## src/rtl/tile_pixel_generator.sv

```systemverilog
// Tile-map pixel generator: tile number, colour attribute, font row and palette fetch per strobed pixel.
// Optional TILE_FETCH_CACHE_EN reuses the previous tile/attribute/font fetch when the addresses repeat.
module tile_pixel_generator #(
    parameter int TILE_COLS_LOG2 = 6,
    parameter int TILE_ROWS_LOG2 = 5,
    parameter int SCALE_LOG2     = 1
) (
    input  logic                                   clk,
    input  logic                                   rst,
    input  logic                                   pixel_strobe,
    input  logic                                   vga_blank,
    input  logic [9:0]                             cycle,
    input  logic [8:0]                             scanline,
    input  logic [8:0]                             scroll_x,
    input  logic [7:0]                             scroll_y,
    output logic [TILE_COLS_LOG2+TILE_ROWS_LOG2-1:0] tile_memory_read_addr,
    output logic                                   tile_memory_read_enable,
    input  logic [7:0]                             tile_memory_read_data,
    output logic [11:0]                            attribute_memory_read_addr,
    output logic                                   attribute_memory_read_enable,
    input  logic [7:0]                             attribute_memory_read_data,
    output logic [3:0]                             color_memory_read_addr,
    output logic                                   color_memory_read_enable,
    input  logic [7:0]                             color_memory_read_data,
    output logic [7:0]                             pixel_data,
    output logic                                   pixel_valid,
    output logic                                   overrun
);

    localparam int TA = TILE_COLS_LOG2 + TILE_ROWS_LOG2;
    localparam int XW = TILE_COLS_LOG2 + 3;
    localparam int YW = TILE_ROWS_LOG2 + 3;

    typedef enum logic [2:0] {
        S_IDLE,
        S_MAP,
        S_FONT,
        S_COLOR,
        S_OUT
    } state_t;

    state_t r_state;
    state_t w_state_next;

    logic w_accept;
    logic w_missed;
    logic w_map_done;
    logic w_font_done;
    logic w_color_done;

    logic [8:0]    r_scroll_x_eff;
    logic [7:0]    r_scroll_y_eff;
    logic          r_blank;
    logic [2:0]    r_rcol;
    logic [2:0]    r_rrow;
    logic [7:0]    r_tile_num;
    logic [7:0]    r_attr;
    logic [7:0]    r_font;
    logic          r_map_hit;
    logic          r_font_hit;

    logic          w_frame_start;
    logic [8:0]    w_sx;
    logic [7:0]    w_sy;
    logic [XW-1:0] w_x;
    logic [YW-1:0] w_y;
    logic [TA-1:0] w_tile_addr;
    logic [7:0]    w_tile_num;
    logic [7:0]    w_attr_cur;
    logic [11:0]   w_font_addr;
    logic [7:0]    w_font_cur;
    logic [3:0]    w_color_addr;
    logic          w_map_hit_next;
    logic          w_font_hit_next;

    always_ff @(posedge clk or posedge rst) begin
        if (rst) begin
            r_state <= S_IDLE;
        end else begin
            r_state <= w_state_next;
        end
    end

    always_comb begin
        w_state_next = r_state;
        unique case (r_state)
            S_IDLE:  if (pixel_strobe) w_state_next = S_MAP;
            S_MAP:   w_state_next = S_FONT;
            S_FONT:  w_state_next = S_COLOR;
            S_COLOR: w_state_next = S_OUT;
            S_OUT:   w_state_next = S_IDLE;
            default: w_state_next = S_IDLE;
        endcase
    end

    always_comb begin
        w_accept     = (r_state == S_IDLE) && pixel_strobe;
        w_missed     = (r_state != S_IDLE) && pixel_strobe;
        w_map_done   = (r_state == S_MAP);
        w_font_done  = (r_state == S_FONT);
        w_color_done = (r_state == S_COLOR);
    end

    // The frame-start pixel already uses the freshly presented scroll values.
    always_comb begin
        w_frame_start = (cycle == '0) && (scanline == '0);
        w_sx          = w_frame_start ? scroll_x : r_scroll_x_eff;
        w_sy          = w_frame_start ? scroll_y : r_scroll_y_eff;
        w_x           = XW'(cycle >> SCALE_LOG2) + XW'(w_sx);
        w_y           = YW'(scanline >> SCALE_LOG2) + YW'(w_sy);
        w_tile_addr   = {w_y[YW-1:3], w_x[XW-1:3]};
    end

    always_comb begin
        w_tile_num   = r_map_hit ? r_tile_num : tile_memory_read_data;
        w_attr_cur   = r_map_hit ? r_attr : attribute_memory_read_data;
        w_font_addr  = {1'b1, w_tile_num, r_rrow};
        w_font_cur   = r_font_hit ? r_font : attribute_memory_read_data;
        w_color_addr = w_font_cur[r_rcol] ? r_attr[7:4] : r_attr[3:0];
    end

`ifdef TILE_FETCH_CACHE_EN
    logic          r_cache_valid;
    logic [TA-1:0] r_last_tile_addr;
    logic [11:0]   r_last_font_addr;

    always_comb begin
        w_map_hit_next  = r_cache_valid && (w_tile_addr == r_last_tile_addr);
        w_font_hit_next = r_map_hit && (w_font_addr == r_last_font_addr);
    end

    // Cache becomes valid only once a non-blank fetch has fully completed.
    always_ff @(posedge clk or posedge rst) begin
        if (rst) begin
            r_cache_valid    <= 1'b0;
            r_last_tile_addr <= '0;
            r_last_font_addr <= '0;
        end else begin
            if (w_accept) begin
                if (vga_blank) begin
                    r_cache_valid <= 1'b0;
                end else begin
                    r_last_tile_addr <= w_tile_addr;
                end
            end
            if (w_map_done && !r_blank) begin
                r_last_font_addr <= w_font_addr;
            end
            if (w_color_done && !r_blank) begin
                r_cache_valid <= 1'b1;
            end
        end
    end
`else
    always_comb begin
        w_map_hit_next  = 1'b0;
        w_font_hit_next = 1'b0;
    end
`endif

    always_ff @(posedge clk or posedge rst) begin
        if (rst) begin
            r_scroll_x_eff               <= '0;
            r_scroll_y_eff               <= '0;
            r_blank                      <= 1'b0;
            r_rcol                       <= '0;
            r_rrow                       <= '0;
            r_tile_num                   <= '0;
            r_attr                       <= '0;
            r_font                       <= '0;
            r_map_hit                    <= 1'b0;
            r_font_hit                   <= 1'b0;
            tile_memory_read_addr        <= '0;
            tile_memory_read_enable      <= 1'b0;
            attribute_memory_read_addr   <= '0;
            attribute_memory_read_enable <= 1'b0;
            color_memory_read_addr       <= '0;
            color_memory_read_enable     <= 1'b0;
            pixel_data                   <= '0;
            pixel_valid                  <= 1'b0;
            overrun                      <= 1'b0;
        end else begin
            tile_memory_read_enable      <= 1'b0;
            attribute_memory_read_enable <= 1'b0;
            color_memory_read_enable     <= 1'b0;
            pixel_valid                  <= 1'b0;

            if (w_missed) begin
                overrun <= 1'b1;
            end

            if (w_accept) begin
                r_blank    <= vga_blank;
                r_rcol     <= w_x[2:0];
                r_rrow     <= w_y[2:0];
                r_map_hit  <= !vga_blank && w_map_hit_next;
                r_font_hit <= 1'b0;
                if (w_frame_start) begin
                    r_scroll_x_eff <= scroll_x;
                    r_scroll_y_eff <= scroll_y;
                end
                if (!vga_blank && !w_map_hit_next) begin
                    tile_memory_read_addr        <= w_tile_addr;
                    tile_memory_read_enable      <= 1'b1;
                    attribute_memory_read_addr   <= {1'b0, 11'(w_tile_addr)};
                    attribute_memory_read_enable <= 1'b1;
                end
            end

            if (w_map_done && !r_blank) begin
                r_tile_num <= w_tile_num;
                r_attr     <= w_attr_cur;
                r_font_hit <= w_font_hit_next;
                if (!w_font_hit_next) begin
                    attribute_memory_read_addr   <= w_font_addr;
                    attribute_memory_read_enable <= 1'b1;
                end
            end

            if (w_font_done && !r_blank) begin
                r_font                   <= w_font_cur;
                color_memory_read_addr   <= w_color_addr;
                color_memory_read_enable <= 1'b1;
            end

            if (w_color_done) begin
                pixel_data  <= r_blank ? '0 : color_memory_read_data;
                pixel_valid <= 1'b1;
            end
        end
    end

endmodule

```

## config.mk

```make
export PLATFORM = sky130hd
export DESIGN_NAME = tile_pixel_generator
export DESIGN_NICKNAME = d
export VERILOG_FILES = /design/src/rtl/tile_pixel_generator.sv
export SDC_FILE = /design/constraint.sdc
export NUM_CORES = 1
export LEC_CHECK = 0
export ABC_AREA = 0
export CORE_UTILIZATION = 49
export CTS_CLUSTER_DIAMETER = 30
export DETAILED_ROUTE_END_ITERATION = 10
export PLACE_DENSITY = 0.81
export REMOVE_ABC_BUFFERS = 1
export SYNTH_ARGS = -nofsm -noshare
export SYNTH_HDL_FRONTEND = slang
export SYNTH_SLANG_ARGS = --single-unit
```

## constraint.sdc

```tcl
create_clock -name clk -period 3.1 [get_ports clk]
set_input_delay 0.62 -clock clk [delete_from_list [all_inputs] [get_ports clk]]
set_output_delay 0.62 -clock clk [all_outputs]
set_load 0.005 [all_outputs]
```

==> flow_summary.toml, run 1 <==
[sta]
post_route_skew_ns = 0.0131
final-setup-viol-count = 0
layout_worst_path_cycle_share_pct = 98.9
max_slew_margin_pct = 52.6
finalCriticalPeriod_ns = 3.07
final-hold-violation-count = 0
rsz0062_at_grt = "true"
max_freq_mhz = 326
slew_violations = 0
worstMarginPinSlew_ns = 0.710

[floorplan]
std_cell_rows = 31
die_x_um = 90.4
core_region_area_mm2 = 0.00741
die_h_um = 90.4
design.die.area_mm2 = 0.00817
num_io_pins = 104
initial_core_util_pct = 51.6

[clocking]
cts_buffer_depth = 2
clock_root_cell = "sky130_fd_sc_hd__clkbuf_8"
htree_num_levels = 3
cts.sink_count = 75
ctsHoldBuffers = 0
cts_made_buffers = 9
tritoncts = "built"
path_clk_slew_ns = 0.08
latest_clock_arrival_within_the_worst_skew_pair_ns = 0.35

[power_and_ir_drop]
pwr_dens_mw_per_mm2 = 679
power_leakage_nw = 2.72
worst_ir_drop_vdd_uv = 284

[layout]
num-nets-final = 609
final_area_mm2 = 0.00567
drive_gt1_share_pct = 27.4
areaGrowthSynthToFinish_pct = 48.3
layout.filler_cells = 471
antenna_cells = 0
finish.utilization_pct = 76.6

[global_routing]
grt_start_max_net_pins = 49
globalRouteMet1Util_pct = 31.7
globalRouteOverflowTotal = 0
grt_antenna_before_repair = 0
grt_util_met3_pct = 4.04
grt_pass1_vias = 3375
grt_first_pass_wirelength_mm = 16.2
grt.met2_usage_pct = 43.6
globalRouteTotalUtil_pct = 25.0
grt_busiest_layer = "met2"

[detailed_routing]
post_drt_via_cell_ratio = 5.17
vias = 3266
drt-initial-drc-count = 180
routedWlPerCell_um = 15.6
drtAntennaViolNets = 0
totalWireLength_mm = 9.84
firstDrtPassIters = 4
detail_route.drc_violations = 0

[hold_path]
whs_path_depth = 2
worst_hold_path_type = "reg -> reg"

[logic_synthesis]
synth-main-ff-cell = "sky130_fd_sc_hd__dfrtp_1"
syn-instance-count = 372
synth_most_common_cell = "sky130_fd_sc_hd__nand2_1"
yosysWarnings = 0
ys_seq_elements = 75
number_of_flops_mapped_to_enable_cells_by_yosys = 0
post_synth_num_cell_types = 46
post_synth_instance_area_mm2 = 0.00383
synth_common_cells = "95 x sky130_fd_sc_hd__nand2_1, 75 x sky130_fd_sc_hd__dfrtp_1, 25 x sky130_fd_sc_hd__o21ai_0, 16 x sky130_fd_sc_hd__a21oi_1"
ys_top_cells_by_area = "sky130_fd_sc_hd__dfrtp_1 49%, sky130_fd_sc_hd__nand2_1 9.3%, sky130_fd_sc_hd__ha_1 4.9%"
area_share_of_the_leading_cell_type_in_the_synthesized_netlist_pct = 49.1
async_flop_share_pct = 100
netlist.top_cell.by_area = "sky130_fd_sc_hd__dfrtp_1"
synth_area_per_inst_um2 = 10.3
synth.yosys.seq_area_share_pct = 49.1

[placed_design]
hpwl_mm = 6.94
io_buffer_count = 103
placement.cell_area_mm2 = 0.00527
gpl.final_weighted_congestion = 0.867

[outcome]
status = "complete, no violations"

[setup_path]
cp_cell_sequence = "buf_8 -> nor4_4 -> and4_4 -> and2_4 -> mux2_4 -> ha_4 -> fa_2 -> a21o_1 -> a21oi_2 -> o21bai_1 -> a21oi_2 -> mux2i_1 -> a221o_1"
worst_path_most_repeated_cell = "sky130_fd_sc_hd__a21oi_2"
worstPathMaxFanout = 3
timing.critical_path.buf_inv = 1
setup.worst_path.end_class = "register"
worstSetupPathDepth = 13
critical_path_required_ns = 3.33
timing.setup.critical_path_class = "in -> reg"
cp-start-kind = "input port"
arrival_ns = 3.30
worst_path_largest_cell_delay_ns = 0.35
r2r_cells = 9
largest_delay_contributor_family_on_the_critical_path = "compound AO/OA/AOI/OAI gates"
crit_path_top_delay_cell = "sky130_fd_sc_hd__fa_2"

[job]
timing.max_cap.violations = 0
power by group:
part           leakage (nW)  switching [W]  internal (W)
registers             0.952       0.000231       0.00133
logic                  1.66       0.000624      0.000846
clock network         0.103       0.000370      0.000455
total                  2.72        0.00122       0.00263
area by class of cell:
| cell class | count | area (um2) | area share, % |
|---|---|---|---|
| multi-input combinational | 268 | 1970 | 34.6 |
| sequential | 75 | 1880 | 33.1 |
| timing repair buffer | 159 | 1430 | 25.3 |
| clock buffer | 10 | 128 | 2.25 |
| tap | 99 | 124 | 2.18 |
| clock inverter | 6 | 88.8 | 1.57 |
| inverter | 15 | 56.3 | 0.993 |
cells in the final DEF (no fill, tap or decap), types with 6 or more instances in the layout:
cell type	synthesis	layout
sky130_fd_sc_hd__nand2_1	95	95
sky130_fd_sc_hd__clkdlybuf4s50_1	0	84
sky130_fd_sc_hd__dfrtp_1	75	75
sky130_fd_sc_hd__buf_4	1	53
sky130_fd_sc_hd__o21ai_0	25	20
sky130_fd_sc_hd__mux2_2	15	15
sky130_fd_sc_hd__inv_1	14	12
sky130_fd_sc_hd__nor2_1	14	12
sky130_fd_sc_hd__ha_1	15	12
sky130_fd_sc_hd__a21oi_1	16	11
sky130_fd_sc_hd__a22oi_1	10	10
sky130_fd_sc_hd__nand2b_1	9	9
sky130_fd_sc_hd__mux2_4	9	9
sky130_fd_sc_hd__clkbuf_8	0	9
sky130_fd_sc_hd__o21ai_1	3	7
sky130_fd_sc_hd__buf_2	4	7
sky130_fd_sc_hd__buf_6	0	7
sky130_fd_sc_hd__a21o_1	6	6
sky130_fd_sc_hd__xnor2_1	6	6
routing by layer:
| metal | wire, um | vias to the layer above |
|---|---|---|
| met1 | 4250 | 1562 |
| met4 | 121 | 0 |
| met3 | 384 | 11 |
| li1 | - | 1588 |
| met2 | 5080 | 105 |
| met5 | 0 | - |
metrics by stage:
stage | setup slack, ns | TNS, ns | std cells | power, W | hold slack, ns
after floorplan | -0.362 | -3.74 | 358 | 0.00222 | 0.442
after global placement | -0.769 | -13.47 | 608 | 0.00298 | 0.453
after detailed placement | -0.860 | -15.06 | 608 | 0.00304 | 0.459
after CTS | 0.0138 | 0 | 629 | 0.00387 | 0.481
after global routing | -0.0378 | -0.0615 | 632 | 0.00409 | 0.494
final | 0.0337 | 0 | 632 | 0.00385 | 0.479
cells by family (layout without fill, tap and decap cells):
kind of cell | Yosys count | in the layout | synth area share [%]
AOI/OAI and AO/OA | 70 | 70 | 11.3
adders and majority gates | 17 | 17 | 5.95
muxes | 33 | 33 | 11.3
xor gates and xnor gates | 12 | 12 | 2.75
buffers and inverters | 29 | 190 | 3.79
and+or+nand+nor | 136 | 136 | 15.9
DFF | 75 | 75 | 49.1
registers in the layout, summed over array words and instances, names as in the netlist, 4 cells and up:
name / flops
attribute_memory_read_addr: 12
color_memory_read_addr: 4
pixel_data: 8
r_attr: 8
r_scroll_x_eff: 9
r_scroll_y_eff: 8
tile_memory_read_addr: 11
worst reg2reg max path, cell delays in order (launching register included):
cell and delay (ns):
sky130_fd_sc_hd__dfrtp_1 0.39, sky130_fd_sc_hd__mux2_4 0.30, sky130_fd_sc_hd__ha_4 0.17, sky130_fd_sc_hd__fa_2 0.35
sky130_fd_sc_hd__a21o_1 0.20, sky130_fd_sc_hd__a21oi_2 0.13, sky130_fd_sc_hd__o21bai_1 0.10, sky130_fd_sc_hd__a21oi_2 0.20
sky130_fd_sc_hd__mux2i_1 0.13, sky130_fd_sc_hd__a221o_1 0.28
timing repair:
item | in CTS | in global routing
endpoints found under the setup margin | 22 | 16
pin swaps | 15 | 23
gates resized for setup | 71 | 40
buffers inserted | 5 | 3
path summary, 6_finish.rpt:
path,startpoint,end,slack [ns]
max in group asynchronous,rst,r_blank,1.77
hold / removal,r_scroll_x_eff[5],r_scroll_x_eff[5],0.48
setup / recovery,cycle[4],attribute_memory_read_addr[9],0.03
setup reg to reg,r_scroll_y_eff[0],attribute_memory_read_addr[9],0.74
min in group asynchronous,rst,color_memory_read_addr[3],0.66
hold reg to reg,r_scroll_x_eff[5],r_scroll_x_eff[5],0.48
No activity file was read; power rests on OpenSTA's default activity.
==> inputs of run 2 (changes only) <==
--- a/config.mk
+++ b/config.mk
@@ -6,10 +6,10 @@
 export NUM_CORES = 1
 export LEC_CHECK = 0
 export ABC_AREA = 0
-export CORE_UTILIZATION = 49
+export CORE_UTILIZATION = 50
 export CTS_CLUSTER_DIAMETER = 30
 export DETAILED_ROUTE_END_ITERATION = 10
-export PLACE_DENSITY = 0.81
+export DONT_BUFFER_PORTS = 1
 export REMOVE_ABC_BUFFERS = 1
 export SYNTH_ARGS = -nofsm -noshare
 export SYNTH_HDL_FRONTEND = slang
==> flow_summary.toml, run 2 (synthesis gave the netlist of run 1 again) <==
[layout]
layout.filler_cells = 632
layout_top_registers = "attribute_memory_read_addr: 12 flops, tile_memory_read_addr: 11 flops, r_scroll_x_eff: 9 flops"
final-seq-area_mm2 = 0.00188
largest_register_ffs = 12
multi_input_area_mm2 = 0.00191
most-common-layout-cells = "95 x sky130_fd_sc_hd__nand2_1, 75 x sky130_fd_sc_hd__dfrtp_1, 37 x sky130_fd_sc_hd__buf_4, 25 x sky130_fd_sc_hd__o21ai_0, 15 x sky130_fd_sc_hd__mux2_2"
num-nets-final = 488
drive_gt1_share_pct = 26.2
mostFrequentLayoutCell = "sky130_fd_sc_hd__nand2_1"
areaGrowthSynthToFinish_pct = 17.9
antenna_cells = 0
largest_register = "attribute_memory_read_addr"
final_area_mm2 = 0.00451

[clocking]
path_clk_slew_ns = 0.08
ctsHoldBuffers = 0
clock_root_cell = "sky130_fd_sc_hd__clkbuf_8"
cts_buffer_depth = 2
cts.sink_count = 75
htree_num_levels = 3
latest_clock_arrival_within_the_worst_skew_pair_ns = 0.35
tritoncts = "built"
cts_made_buffers = 9

[sta]
worstMarginPinSlew_ns = 0.951
max_slew_margin_pct = 36.4
setup_tns_ns = 0
hold-worst-slack_ns = 0.0489
slew_violations = 0
finalCriticalPeriod_ns = 2.96
setup_ws_ns = 0.140
final-hold-violation-count = 0
post_route_skew_ns = 0.00873
final-setup-viol-count = 0
layout_worst_path_cycle_share_pct = 95.5
max_freq_mhz = 338

[setup_path]
cp-start-kind = "input port"
timing.setup.critical_path_class = "in -> reg"
setup.worst_path.end_class = "register"
arrival_ns = 3.20
critical_path_required_ns = 3.34
worst_setup_path_startpoint = "scanline[5]"
worstPathMaxFanout = 3
worstReg2RegStart = "r_state[1]"

[placed_design]
io_buffer_count = 0
place_ws_ns = -0.473
placement.cell_area_mm2 = 0.00411
hpwl_mm = 6.27
gpl.final_weighted_congestion = 0.834

[detailed_routing]
drt-initial-drc-count = 132
post_drt_via_cell_ratio = 5.37
drtAntennaViolNets = 0
totalWireLength_mm = 8.63
detail_route.drc_violations = 0
vias = 2744
routedWlPerCell_um = 16.9
firstDrtPassIters = 4

[global_routing]
grt_antenna_before_repair = 0
globalRouteOverflowTotal = 0
grt_pass1_vias = 2681
grt_start_max_net_pins = 33
grt_first_pass_wirelength_mm = 13.3
globalRouteTotalUtil_pct = 22.8

[floorplan]
design.die.area_mm2 = 0.00801
std_cell_rows = 31
die_x_um = 89.5
die_h_um = 89.5
num_io_pins = 104
initial_core_util_pct = 52.2
core_region_area_mm2 = 0.00733

[power_and_ir_drop]
worst_ir_drop_vdd_uv = 262
post-layout-total-power_w = 0.00343
pwr_dens_mw_per_mm2 = 761
power_leakage_nw = 2.24

[hold_path]
worst_hold_path_type = "in -> async"

[job]
timing.max_cap.violations = 0

[outcome]
status = "complete, no violations"
[run 2: report_power, final]
part	leakage (nW)	total (W)	internal, W	switching (W)
logic	1.16	0.000872	0.000402	0.000470
registers	0.952	0.00162	0.00133	0.000294
clock network	0.126	0.000939	0.000558	0.000381
total	2.24	0.00343	0.00229	0.00115
[run 2: final cells by class]
type                            count  area share [%]
Multi-Input combinational cell    268            42.2
Timing Repair Buffer               38            6.60
Clock inverter                      6            2.50
Tap cell                           99            2.75
Clock buffer                       10            3.05
Inverter                           15            1.28
Sequential cell                    75            41.6
[run 2: stage by stage]
step | util [%] | std cells
after floorplan | - | 358
after global placement | 56.1 | 489
after detailed placement | 56.1 | 489
after CTS | 59.7 | 505
after global routing | 61.5 | 511
final | 61.5 | 511
[run 2: repair_timing]
item,CTS,global route
endpoints found under the setup margin,5,14
gates resized for setup,2,19
pin swaps,0,11
buffers inserted,0,6
[run 2: final timing paths]
| kind | end | slack [ns] | depth (start not counted) |
|---|---|---|---|
| setup / recovery | attribute_memory_read_addr[9] | 0.14 | 12 |
| hold / removal | pixel_data[6] | 0.05 | 1 |
| setup reg to reg | attribute_memory_read_addr[8] | 0.65 | 7 |
| hold reg to reg | r_scroll_x_eff[6] | 0.48 | 2 |
| max in group asynchronous | r_scroll_y_eff[0] | 2.38 | 2 |
| min in group clk | r_blank | 0.37 | 2 |
[run 2: routing by layer]
metal | up-vias | wire length, um | track usage, %
li1 | 1329 | - | -
met1 | 1304 | 3870 | 30.5
met2 | 100 | 3910 | 34.5
met3 | 11 | 686 | 6.74
met4 | 0 | 161 | 9.67
met5 | - | 0 | 0
[run 2: critical path: stages]
cell,delay [ns]
sky130_fd_sc_hd__nor4_4,0.28
sky130_fd_sc_hd__and4_4,0.26
sky130_fd_sc_hd__and2_4,0.17
sky130_fd_sc_hd__mux2_4,0.31
sky130_fd_sc_hd__ha_1,0.21
sky130_fd_sc_hd__fa_1,0.39
sky130_fd_sc_hd__a21o_1,0.18
sky130_fd_sc_hd__a21oi_2,0.14
sky130_fd_sc_hd__o21bai_1,0.09
sky130_fd_sc_hd__a21oi_2,0.17
sky130_fd_sc_hd__mux2i_1,0.11
sky130_fd_sc_hd__a221o_1,0.27
